==> src/rtl/uart_pkg.sv <==
// Shared types and constants for the memory-mapped UART transmitter.
package uart_pkg;

    typedef enum logic [1:0] {
        IDLE  = 2'd0,
        START = 2'd1,
        DATA  = 2'd2,
        STOP  = 2'd3
    } tx_state_e;

    // Register offsets, decoded from addr[3:2]
    localparam logic [1:0] TXDATA  = 2'd0;
    localparam logic [1:0] STATUS  = 2'd1;
    localparam logic [1:0] BAUDDIV = 2'd2;

    // STATUS register bit positions
    localparam int STAT_BUSY    = 0;
    localparam int STAT_FULL    = 1;
    localparam int STAT_EMPTY   = 2;
    localparam int STAT_OVF     = 3;
    localparam int STAT_CNT_LSB = 8;

endpackage

==> src/rtl/uart_tx_fifo.sv <==
// Synchronous first-word-fall-through FIFO holding bytes waiting to be sent.
module uart_tx_fifo #(
    parameter int DEPTH  = 8,
    parameter int DATA_W = 8
) (
    input  logic                       clk,
    input  logic                       reset,
    input  logic                       push,
    input  logic                       pop,
    input  logic [DATA_W-1:0]          din,
    output logic [DATA_W-1:0]          dout,
    output logic                       full,
    output logic                       empty,
    output logic [$clog2(DEPTH):0]     count
);
    localparam int AW = $clog2(DEPTH);
    localparam int CW = AW + 1;

    logic [DATA_W-1:0] mem [DEPTH];
    logic [AW-1:0]     wr_ptr;
    logic [AW-1:0]     rd_ptr;
    logic              do_push;
    logic              do_pop;

    // A full FIFO still accepts a byte when the head leaves in the same cycle
    assign do_push = push && (!full || pop);
    assign do_pop  = pop && !empty;
    assign full    = (count == CW'(DEPTH));
    assign empty   = (count == '0);
    assign dout    = mem[rd_ptr];

    // Storage array; contents are don't-care until written
    always_ff @(posedge clk) begin
        if (do_push) mem[wr_ptr] <= din;
    end

    // Pointers and occupancy count
    always_ff @(posedge clk or posedge reset) begin
        if (reset) begin
            wr_ptr <= '0;
            rd_ptr <= '0;
            count  <= '0;
        end else begin
            if (do_push) wr_ptr <= wr_ptr + AW'(1);
            if (do_pop)  rd_ptr <= rd_ptr + AW'(1);
            case ({do_push, do_pop})
                2'b10:   count <= count + CW'(1);
                2'b01:   count <= count - CW'(1);
                default: count <= count;
            endcase
        end
    end

endmodule

==> src/rtl/uart_tx_mmio.sv <==
// Memory-mapped 8N1 UART transmitter: register file, TX FIFO and serializer.
module uart_tx_mmio
    import uart_pkg::*;
#(
    parameter int          FIFO_DEPTH = 8,
    parameter logic [15:0] DIV_RESET  = 16'd234
) (
    input  logic        clk,
    input  logic        reset,
    input  logic        sel,
    input  logic [31:0] addr,
    input  logic [3:0]  wen,
    input  logic [31:0] wdata,
    output logic [31:0] rdata,
    output logic        tx
);
    localparam int CW = $clog2(FIFO_DEPTH) + 1;

    tx_state_e     state_q;
    tx_state_e     state_d;
    logic [15:0]   baud_div;
    logic [15:0]   baud_cnt;
    logic [2:0]    bit_idx;
    logic [7:0]    shift;
    logic          overflow;
    logic          tx_d;
    logic          pop;
    logic          load_baud;
    logic          shift_adv;
    logic          bit_end;
    logic          fifo_full;
    logic          fifo_empty;
    logic [7:0]    fifo_dout;
    logic [CW-1:0] fifo_count;
    logic [1:0]    reg_off;
    logic          rd_en;
    logic          wr_txdata;
    logic          wr_status;
    logic          wr_baud;
    logic          push_drop;
    logic [31:0]   status_word;
    logic [31:0]   rd_mux;
    logic          unused_bits;

    assign reg_off     = addr[3:2];
    assign rd_en       = sel && (wen == 4'b0000);
    assign wr_txdata   = sel && wen[0] && (reg_off == TXDATA);
    assign wr_status   = sel && (reg_off == STATUS);
    assign wr_baud     = sel && (reg_off == BAUDDIV);
    assign push_drop   = wr_txdata && fifo_full && !pop;
    assign bit_end     = (baud_cnt == 16'd0);
    assign unused_bits = ^{addr[31:4], addr[1:0], wdata[31:16]};

    uart_tx_fifo #(
        .DEPTH  (FIFO_DEPTH),
        .DATA_W (8)
    ) u_fifo (
        .clk   (clk),
        .reset (reset),
        .push  (wr_txdata),
        .pop   (pop),
        .din   (wdata[7:0]),
        .dout  (fifo_dout),
        .full  (fifo_full),
        .empty (fifo_empty),
        .count (fifo_count)
    );

    // STATUS word and read-data mux, both from pre-edge state
    always_comb begin
        status_word                        = '0;
        status_word[STAT_BUSY]             = (state_q != IDLE);
        status_word[STAT_FULL]             = fifo_full;
        status_word[STAT_EMPTY]            = fifo_empty;
        status_word[STAT_OVF]              = overflow;
        status_word[STAT_CNT_LSB +: 4]     = 4'(fifo_count);
        case (reg_off)
            STATUS:  rd_mux = status_word;
            BAUDDIV: rd_mux = {16'h0, baud_div};
            default: rd_mux = '0;
        endcase
    end

    // Serializer next-state, FIFO pop and bit-timing controls
    always_comb begin
        state_d   = state_q;
        pop       = 1'b0;
        load_baud = 1'b0;
        shift_adv = 1'b0;
        tx_d      = 1'b1;
        case (state_q)
            IDLE: begin
                if (!fifo_empty) begin
                    pop       = 1'b1;
                    load_baud = 1'b1;
                    state_d   = START;
                end
            end
            START: begin
                tx_d = 1'b0;
                if (bit_end) begin
                    load_baud = 1'b1;
                    state_d   = DATA;
                end
            end
            DATA: begin
                tx_d = shift[0];
                if (bit_end) begin
                    load_baud = 1'b1;
                    shift_adv = 1'b1;
                    if (bit_idx == 3'd7) state_d = STOP;
                end
            end
            STOP: begin
                if (bit_end) begin
                    if (!fifo_empty) begin
                        pop       = 1'b1;
                        load_baud = 1'b1;
                        state_d   = START;
                    end else begin
                        state_d = IDLE;
                    end
                end
            end
            default: state_d = IDLE;
        endcase
    end

    // FSM state and registered line output; reset forces the line idle at once
    always_ff @(posedge clk or posedge reset) begin
        if (reset) begin
            state_q <= IDLE;
            tx      <= 1'b1;
        end else begin
            state_q <= state_d;
            tx      <= tx_d;
        end
    end

    // Bit timer, shift register and bit index; BAUDDIV is sampled only at bit starts
    always_ff @(posedge clk) begin
        if (load_baud) baud_cnt <= baud_div;
        else           baud_cnt <= baud_cnt - 16'd1;
        if (pop)            shift <= fifo_dout;
        else if (shift_adv) shift <= {1'b0, shift[7:1]};
        if (state_q == START) bit_idx <= 3'd0;
        else if (shift_adv)   bit_idx <= bit_idx + 3'd1;
    end

    // Bus-visible registers: divider, sticky overflow, registered read data
    always_ff @(posedge clk or posedge reset) begin
        if (reset) begin
            baud_div <= DIV_RESET;
            overflow <= 1'b0;
            rdata    <= '0;
        end else begin
            if (wr_baud && wen[0]) baud_div[7:0]  <= wdata[7:0];
            if (wr_baud && wen[1]) baud_div[15:8] <= wdata[15:8];
            if (push_drop)                             overflow <= 1'b1;
            else if (wr_status && wen[0] && wdata[3])  overflow <= 1'b0;
            if (rd_en) rdata <= rd_mux;
        end
    end

endmodule

==> config.mk <==
export PLATFORM = sky130hd
export DESIGN_NAME = uart_tx_mmio
export DESIGN_NICKNAME = d
export VERILOG_FILES = /design/src/rtl/uart_pkg.sv /design/src/rtl/uart_tx_fifo.sv /design/src/rtl/uart_tx_mmio.sv
export SDC_FILE = /design/constraint.sdc
export NUM_CORES = 1
export LEC_CHECK = 0
export ABC_AREA = 1
export BUFFER_PORTS_ARGS = -buffer_cell sky130_fd_sc_hd__buf_2
export CORE_ASPECT_RATIO = 2
export CORE_MARGIN = 10
export CORE_UTILIZATION = 62
export CTS_BUF_LIST = sky130_fd_sc_hd__clkbuf_8
export DETAILED_ROUTE_END_ITERATION = 7
export PLACE_DENSITY = 0.95
export SYNTH_ARGS = -nofsm -noshare
export SYNTH_HDL_FRONTEND = slang
export SYNTH_SLANG_ARGS = --single-unit
==> constraint.sdc <==
create_clock -name clk -period 3.9 [get_ports clk]
set_input_delay 0.195 -clock clk [delete_from_list [all_inputs] [get_ports clk]]
set_output_delay 0.195 -clock clk [all_outputs]
set_load 0.01 [all_outputs]
* Word-level counts from Yosys, hierarchy flattened
Memory sizes are Yosys's and may differ from the RTL's.
Index checks and enable logic that the tools add are counted.
** Word-level totals
- ROM bits :: 0
- Memories :: 1
- RAM bits :: 64
- Word-level logic and storage cells :: 84
- Bits in latches :: 0
- Flip-flop bits (word level) :: 89
- Input bits :: 71
- Output and inout port bits :: 33
** Cells by class
- Divide/modulo/power cells :: 0
- Shifts and indexed selects :: 0
- Muxes and demuxes :: 23
- Order comparisons :: 0
- Bitwise gates (word level) :: 0
- Eq/ne operators :: 14
- Add/sub/neg operators :: 6
- Reductions and logical operators :: 28
- $mul :: 0
** Memories
- u_fifo.mem :: depth 8, bits a word 8, rd ports 1, clocked after memory_dff 0, write ports 1, RTL line uart_tx_fifo.sv:19 : logic [DATA_W-1:0] mem [DEPTH];
** Operator list (count)
- $pmux 16 s2 :: 1
- $logic_not 16->1 :: 1
- $mux 16 :: 1
- $mux 8 :: 2
- $sub 16x1->16 const B :: 1
- $logic_and 1x1->1 :: 13
- $mux 2 :: 5
- $ne 2x2->1 const B :: 5
- $add 3x1->3 const B :: 3
- $mux 1 :: 9
- $eq 2x2->1 const B :: 4
- $logic_not 4->1 :: 2
- $pmux 2 s4 :: 1
- $pmux 4 s2 :: 1
- $reduce_bool 2->1 :: 4
- $eq 2x1->1 const B :: 3
- $reduce_and 5->1 :: 1
- $add 4x1->4 const B :: 1
- $eq 4x4->1 const B :: 1
- $logic_not 2->1 :: 2
- $pmux 1 s2 :: 2
- $sub 4x1->4 const B :: 1
- $eq 3x3->1 const B :: 1
- $logic_not 1->1 :: 3
- other kinds (3) :: 3

* Depth between registers and ports, before layout
Gate-level depths: netlist of the first run.
- Depth in word-level cells :: 8
- Depth in mapped cells :: 16
- Gate-level depth less buffers :: 16

* Cells and area by module
From an unflattened synthesis of the first run, not the netlist that was laid out.
** Unflattened totals
- Cells, all modules :: 784
- Area total of the unflattened synthesis :: 6811.5 µm²
** Modules (own cells, without submodules)
- uart_tx_fifo :: sequential area each 2172.1 µm², cells an instance 366, instances 1, area an instance 3419.5 µm²
- uart_tx_mmio :: sequential area each 1529.0 µm², cells an instance 418, instances 1, area an instance 3392.0 µm²

* Worst setup path after synthesis of the first run
Ideal clock, no wire load.
- Path kind :: reg2reg
- Start point :: register state_q[0]
- End point :: register u_fifo.count[2]
- Data required time :: 3781 ps
- Library setup time :: 119 ps
- Slack :: 1554 ps
- Path buffers :: 0
- Cell stages (with the launch flop) :: 15
- Period minus slack after synthesis :: 2346 ps
- Arrival time :: 2227 ps
- Cell sequence :: dfrtp_1 -> ha_1 -> a21boi_1 -> nand3_1 -> nand2_1 -> nand2_2 -> nand2_2 -> nand2_2 -> ha_1 -> xor2_1 -> ha_1 -> a21oi_1 -> a21oi_1 -> o21ai_0 -> o21a_1
** Between the ends
- Word-level cells in the longest chain between the ends :: 6
- Elaborated cells between the ends (all ways) :: 10
- Classes of those cells :: 3 x eq/ne; 2 x mux; 5 x reduce/logical
** RTL lines
- from (decl) :: RTL line uart_tx_mmio.sv:19 : tx_state_e state_q;
- from (signal assigned) :: RTL line uart_tx_mmio.sv:135 : state_q <= state_d;
- $eq 2x2->1 or $logic_not 2->1 (tied branches) :: RTL line uart_tx_mmio.sv:91 : case (state_q)
- $pmux 1 s2 * :: RTL line uart_tx_mmio.sv:91
- $logic_or 1x1->1 :: RTL line uart_tx_fifo.sv:26 : assign do_push = push && (!full || pop);
- $logic_and 1x1->1 :: RTL line uart_tx_fifo.sv:26
- $eq 2x1->1 or $eq 2x2->1 (tied branches) :: RTL line uart_tx_fifo.sv:46 : case ({do_push, do_pop})
- $pmux 4 s2 or $reduce_bool 2->1 (tied branches)
- to (signal assigned) :: RTL line uart_tx_fifo.sv:47 : 2'b10: count <= count + CW'(1);
- to (signal assigned) :: RTL line uart_tx_fifo.sv:48 : 2'b01: count <= count - CW'(1);
- to (signal assigned) :: RTL line uart_tx_fifo.sv:49 : default: count <= count;
- to (decl) :: RTL line uart_tx_fifo.sv:14 : output logic [$clog2(DEPTH):0] count
Mark *: on every way between the ends. The rest lies on a longest branch, timed or not.
A chain may end at the register's enable or synchronous reset.

* Worst setup path in the final report of the first run
- Start point :: register u_fifo.count[0]
- End point :: register u_fifo.count[2]
** Between the ends
- Word-level cells in the longest chain between the ends :: 8
- Elaborated cells between the ends (all ways) :: 16
- Classes of those cells :: 2 x add/sub; 3 x eq/ne; 4 x mux; 7 x reduce/logical
** RTL lines
- $logic_not 4->1 :: RTL line uart_tx_fifo.sv:29 : assign empty = (count == '0);
- $mux 1 :: RTL line uart_tx_mmio.sv:93, uart_tx_mmio.sv:116
- $mux 1 :: RTL line uart_tx_mmio.sv:115 : if (bit_end) begin
- $pmux 1 s2 :: RTL line uart_tx_mmio.sv:91
- $logic_or 1x1->1 :: RTL line uart_tx_fifo.sv:26
- $logic_and 1x1->1 :: RTL line uart_tx_fifo.sv:26
- $eq 2x1->1 or $eq 2x2->1 (tied branches) :: RTL line uart_tx_fifo.sv:46
- $pmux 4 s2 or $reduce_bool 2->1 (tied branches)
Several ways; a longest one is shown, not always the timed one.

==> flow_summary.toml, run 1 <==
[worst_setup_path]
r2r_setup_slack_ns = 0.77
rr_endpoint = "u_fifo.count[2]$_DFFE_PP0P_"
reg2reg_depth = 14
crit_fanout = 13
worst_path_max_delay_cell = "dfrtp_1"
r2r-start = "u_fifo.count[0]$_DFFE_PP0P_"
path_class = "flip-flop to flip-flop"
cp.required_ns = 4.26
critPathCaptureType = "flip-flop"
critical_path.most_common_cell = "nand2_2"
crit_end = "u_fifo.count[2]$_DFFE_PP0P_"
cp_cell_sequence = "nor2_1 > a21boi_1 > nand3_1 > nand2_1 > nand2_2 > nand2_2 > nand2_2 > ha_1 > xor2_1 > ha_1 > a21oi_1 > a21oi_1 > o21ai_0 > o21a_1"
crit_path_start_kind = "flip-flop"
critPathLaunch = "u_fifo.count[0]$_DFFE_PP0P_"
max_stage_delay_ns = 0.46
crit_arrival_ns = 3.49

[logic_synthesis]
synth_top_area_share_pct = 34.8
synthTopCellsByArea = "edfxtp_1 35%, dfrtp_1 16%, nand2_1 7.2%"
ys.flop_type = "edfxtp_1"
synth-edff-count = 72
async_reset_ff_share_pct = 33.6
ys_types = 38
yosysSeqAreaShare_pct = 59.5
syn_area_um2 = 6220
syn_avg_cell_area_um2 = 9.91
syn_inst = 628
synth_seq_cells = 137
synth_area_leader_cell = "edfxtp_1"
yosys_warnings = 0

[power_and_ir_drop]
leakagePower_nw = 3.01
power-per-cell-area_nw_per_um2 = 767
power_mw = 5.35
ir_drop_uv = 491

[drt]
drcViolationCount = 0
ant_nets = 0
firstDrtPassIters = 6
via_per_inst = 6.11
routed_wl_um = 16900
wl_per_cell_um = 20.6
num_vias = 4994
drtIter0Drc = 655

[die]
die_area_um2 = 14700
fp-row-count = 51
ios = 104
start_util_pct = 63.7
die_width_um = 90.8
die_height_um = 162
fp.coreArea_um2 = 9760

[final_layout]
fin_util_pct = 71.4
final_common_cell = "nand2_1"
diodes = 0
drive_above_1_share_pct = 14.9
nFillCells = 557
final_cell_mix = "119 x nand2_1, 72 x edfxtp_1, 66 x nor2_1"
fin_nets = 760
layout.cells.non_filler = 818
syn2layout_area_growth_pct = 12.1

[sta]
setup_viol = 0
hold_slack_ns = 0.0430
tightest_slew_ns = 1.00
rsz0062_at_grt = "false"
slew_viol_final = 0
tns_ns = 0
relSlewSlack_pct = 33.2
fin_worst_skew_ns = 0.0185
max_freq_ghz = 0.319
hold_violations = 0
post-route-min-period_ns = 3.13
min_period_over_period_pct = 80.4

[global_routing]
grt_pass1_wl_um = 26100
grt_max_degree = 47
grt_pass1_vias = 5154
grt-ovfl-total = 0
grt_antenna_before_repair = 0
track_usage_pct = 22.9

[placement]
port_buffers = 41
gp_congestion = 0.836
dp_hpwl_um = 10500
dp.cells = 779

[clock_tree]
cts_tree = "yes"
cts_made_buffers = 17
cts_root_buffer = "clkbuf_8"
clock-sinks = 137
clock_latency_ns = 0.47
path_clk_slew_ns = 0.08
h-tree-depth = 4
cts_buffer_depth = 2

[run_status]
status = "complete, no violations"

[hold_path]
holdCritPathClass = "input port to flip-flop"

[run]
cap_violations = 0
-- layer usage --
metal	vias to the layer above	track usage [%]	routed length, um
li1	2167	-	-
met2	405	42.4	8980
met3	93	5.77	1420
met1	2329	21.0	5360
met4	0	16.0	1090
met5	-	0	0
-- final cells by class --
class | instances | area, um2 | area share, %
Clock buffer | 17 | 234 | 3.36
Clock inverter | 15 | 224 | 3.21
Inverter | 55 | 206 | 2.96
Multi-Input combinational cell | 412 | 2150 | 30.9
Sequential cell | 137 | 3700 | 53.1
Tap cell | 132 | 165 | 2.37
Timing Repair Buffer | 50 | 290 | 4.16
-- worst min path at each step --
stage / startpoint / end / cells past startpoint
final: wdata[4] / u_fifo.mem[4][4]$_DFFE_PP_ / 1
after global routing: wdata[4] / u_fifo.mem[4][4]$_DFFE_PP_ / 1
after CTS: wdata[10] / baud_div[10]$_DFFE_PP0P_ / 3
after detailed placement: wdata[14] / baud_div[14]$_DFFE_PP0P_ / 2
after global placement: wdata[14] / baud_div[14]$_DFFE_PP0P_ / 2
after floorplan: wdata[0] / u_fifo.mem[0][0]$_DFFE_PP_ / 0
-- cells in the mapped netlist, types with 2 or more instances --
| library cell | instances |
|---|---|
| a21oi_1 | 10 |
| buf_2 | 3 |
| buf_4 | 18 |
| clkbuf_1 | 16 |
| dfrtp_1 | 40 |
| dfstp_2 | 6 |
| dfxtp_1 | 19 |
| edfxtp_1 | 72 |
| ha_1 | 16 |
| inv_1 | 53 |
| mux2_2 | 9 |
| nand2_1 | 119 |
| nand2_2 | 4 |
| nand3_1 | 50 |
| nand4_1 | 3 |
| nor2_1 | 66 |
| nor2_2 | 4 |
| nor3_1 | 3 |
| o21a_1 | 2 |
| o21ai_0 | 58 |
| o22ai_1 | 22 |
| xnor2_1 | 9 |
| xor2_1 | 11 |
-- metrics by stage --
| step | area, um2 | setup slack [ns] |
|---|---|---|
| detailed placement | 6440 | 0.798 |
| finish | 6970 | 0.766 |
| global placement | 6440 | 1.05 |
| CTS | 6970 | 0.812 |
| global route | 6970 | 0.574 |
| floorplan | 6280 | 1.55 |
-- worst max-delay path, delay by kind of cell, from the launching register on --
kind                       cells  cell delay (ns)
and+or+nand+nor                6             1.23
DFF                            1             0.46
AOI/OAI and AO/OA              5             0.58
xor gates and xnor gates       1             0.27
adders and majority gates      2             0.48
-- kinds of logic after synthesis --
logic type,after synthesis,share of synthesized area (%)
xor gates and xnor gates,20,2.82
adders and majority gates,16,3.22
other,1,0.0603
AOI/OAI and AO/OA,98,8.83
and+or+nand+nor,253,17.0
DFF,137,59.5
muxes,9,1.63
buffers and inverters,94,6.94
-- where the power goes --
part	internal (mW)	total, mW	switching [mW]
clock network	0.763	1.36	0.594
logic	0.592	1.85	1.25
registers	1.86	2.14	0.280
-- registers in the layout (all words and copies together) (netlist names) --
register       flops
u_fifo.mem        64
overflow           1
u_fifo.wr_ptr      3
state_q            2
tx                 1
baud_div          16
u_fifo.rd_ptr      3
u_fifo.count       4
bit_idx            3
rdata             16
baud_cnt          16
shift              8
-- repair_timing --
action                     CTS  global route
hold buffers                 7             0
setup endpoints to repair    0             0
resized for setup            0             0
hold endpoints to repair    46             0
setup buffers                0             0
Power figures use the tool's default switching activity.
==> inputs of run 2 (changes only) <==
ABC_AREA = 0   (was 1)
CORE_UTILIZATION = 52   (was 62)
PLACE_DENSITY = 0.87   (was 0.95)
clock period = 2.8 ns   (was 3.9 ns; I/O delays follow)
==> run 2 against run 1 <==
  * Global-route usage fell by 6.4 points
  * Core utilization fell by 9.2 points
  * Hold slack worse by 0.019 ns
  * Cell area increased by 1.3%
  * Worst setup slack got worse by 0.67 ns
  * Die area up 13%
  * Area after synthesis fell by 3.1%
  * Highest routed layer unchanged
  * Critical path type unchanged
  * Count of clock-buffer cells in the layout is 1 higher
  * Sequential power rose by 41%
  * Register-to-register slack got worse by 0.67 ns
  * Sequential share of layout area fell by 0.67 points
==> flow_summary.toml, run 2 <==
[final_layout]
final_common_cell = "edfxtp_1"
diodes = 0
final_cell_mix = "72 x edfxtp_1, 49 x nand2_1, 41 x buf_2"
fin_util_pct = 62.2
syn2layout_area_growth_pct = 17.1
fin_nets = 618
drive_above_1_share_pct = 28.9
top_register = "u_fifo.mem"
fin_area_um2 = 7060
layout.cells.non_filler = 686
largest_reg_flops = 64

[global_routing]
track_usage_pct = 16.4
grt_pass1_vias = 4012
grt-ovfl-total = 0
grt_antenna_before_repair = 0
grt_pass1_wl_um = 20500
grt_max_degree = 47

[worst_setup_path]
path_class = "flip-flop to flip-flop"
max_stage_delay_ns = 0.44
cp_cell_sequence = "inv_1 > ha_1 > nor4b_2 > nand4_1 > o22ai_2 > ha_4 > or3b_2 > o21ai_0 > nand3b_1 > a21oi_1 > xor2_1"
path_delay_family = "simple AND/OR/NAND/NOR gates"
cp.required_ns = 3.15
worst_path_max_delay_cell = "or3b_2"
crit_arrival_ns = 3.06
crit_fanout = 5
critPathBufInv = 1
crit_path_start_kind = "flip-flop"
critPathCaptureType = "flip-flop"

[logic_synthesis]
ys_types = 49
syn_inst = 459
muxShareOfSynthArea_pct = 11.4
synth_compound_gate_area_share_pct = 6.45
yosysSeqAreaShare_pct = 61.4
synth_top_area_share_pct = 35.9
synth_seq_cells = 137
synth-simple-area-share_pct = 9.83
ys.flop_type = "edfxtp_1"
syn_avg_cell_area_um2 = 13.1
synth_area_leader_cell = "edfxtp_1"
synth_xor_area_share_pct = 3.34
synth_fa_ha_area_share_pct = 3.32
async_reset_ff_share_pct = 33.6
synth_top_family_by_area = "multiplexers"
yosys_warnings = 0
synth_commonest_cells = "72 x edfxtp_1, 49 x nand2_1, 40 x dfrtp_1"
syn_area_um2 = 6030
synth-edff-count = 72
synthTopCellsByArea = "edfxtp_1 36%, dfrtp_1 17%, dfxtp_1 6.3%"
yosysMostFrequentCell = "edfxtp_1"

[placement]
port_buffers = 41
gp_congestion = 0.830
dp_hpwl_um = 9080
dp.cells = 636
place_area_um2 = 6420

[die]
fp-row-count = 55
die_area_um2 = 16600
fp.coreArea_um2 = 11400
ios = 104
die_width_um = 96.2
die_height_um = 172
start_util_pct = 53.1

[sta]
hold_slack_ns = 0.0242
relSlewSlack_pct = 35.3
hold_violations = 0
post-route-min-period_ns = 2.70
slew_viol_final = 0
fin_worst_skew_ns = 0.0153
max_freq_ghz = 0.370
tightest_slew_ns = 0.969
setup_viol = 0
min_period_over_period_pct = 96.6

[drt]
num_vias = 3856
via_per_inst = 5.62
firstDrtPassIters = 5
routed_wl_um = 13200
drcViolationCount = 0
drtIter0Drc = 264
wl_per_cell_um = 19.2
ant_nets = 0

[clock_tree]
h-tree-depth = 4
clock-sinks = 137
cts_made_buffers = 17
cts_root_buffer = "clkbuf_8"
cts_tree = "yes"
cts_buffer_depth = 2
path_clk_slew_ns = 0.08
clock_latency_ns = 0.44

[run]
cap_violations = 0

[run_status]
status = "complete, no violations"

[power_and_ir_drop]
power-per-cell-area_nw_per_um2 = 972
power_mw = 6.87
ir_drop_uv = 681
leakagePower_nw = 2.78

[hold_path]
holdCritPathClass = "input port to flip-flop"
## run 2: cell families (layout without fill, tap and decap cells)
group | count (synthesis) | in the layout
AOI/OAI and AO/OA | 66 | 66
xor gates and xnor gates | 23 | 23
adders and majority gates | 16 | 16
buffers and inverters | 51 | 121
DFF | 137 | 137
muxes | 46 | 46
other | 1 | 16
and+or+nand+nor | 119 | 119
## run 2: final timing paths
kind	from	to	slack (ns)	depth (start not counted)
hold reg to reg	rdata[15]$_DFFE_PP0P_	rdata[15]$_DFFE_PP0P_	0.48	2
min in group asynchronous	reset	rdata[5]$_DFFE_PP0P_	0.49	3
setup / recovery	baud_cnt[0]$_DFF_P_	u_fifo.count[3]$_DFFE_PP0P_	0.1	11
max in group asynchronous	reset	state_q[0]$_DFFE_PP0P_	1.63	3
setup reg to reg	baud_cnt[0]$_DFF_P_	u_fifo.count[3]$_DFFE_PP0P_	0.1	11
hold / removal	wdata[3]	u_fifo.mem[0][3]$_DFFE_PP_	0.02	1
## run 2: timing repair
item | in CTS | in global routing
pin swaps | 1 | 3
endpoints found under the hold margin | 96 | 0
buffers inserted | 1 | 2
hold buffers | 15 | 0
endpoints found under the setup margin | 2 | 2
resized for setup | 0 | 10
## run 2: area by class of cell
cell class	count	area, um2
flip-flops and latches	137	3700
well taps	142	178
fillers	768	4290
clock buffers	18	248
clock inverters	14	169
inverters	10	37.5
repair buffers	79	528
multi-input cells	286	2200
## run 2: per-layer routing
metal,wire length (um),part of all wire (%),global-route usage (%)
met4,509,3.9,9.67
met3,662,5.0,4.52
met2,7560,57,30.7
met5,0,0,0
met1,4440,34,14.8
## run 2: worst reg2reg max path, cell delays in order (launching register included)
cell      delay, ns
dfxtp_1        0.35
inv_1          0.10
ha_1           0.17
nor4b_2        0.20
nand4_1        0.30
o22ai_2        0.29
ha_4           0.20
or3b_2         0.44
o21ai_0        0.08
nand3b_1       0.12
a21oi_1        0.18
xor2_1         0.17
## run 2: report_power, final
group	internal [mW]	total [mW]	switching [mW]
Clock	0.910	1.69	0.776
Sequential	2.57	3.01	0.448
Combinational	1.05	2.17	1.12
Total	4.52	6.87	2.35
## run 2: metrics by stage
step           worst slack [ns]  TNS [ns]
3_5_place_dp            -0.0559   -0.0559
3_3_place_gp             0.0719         0
4_1_cts                 0.00487         0
2_1_floorplan           -0.0398    -0.637
5_1_grt                 -0.0513   -0.0983
6_report                 0.0964         0
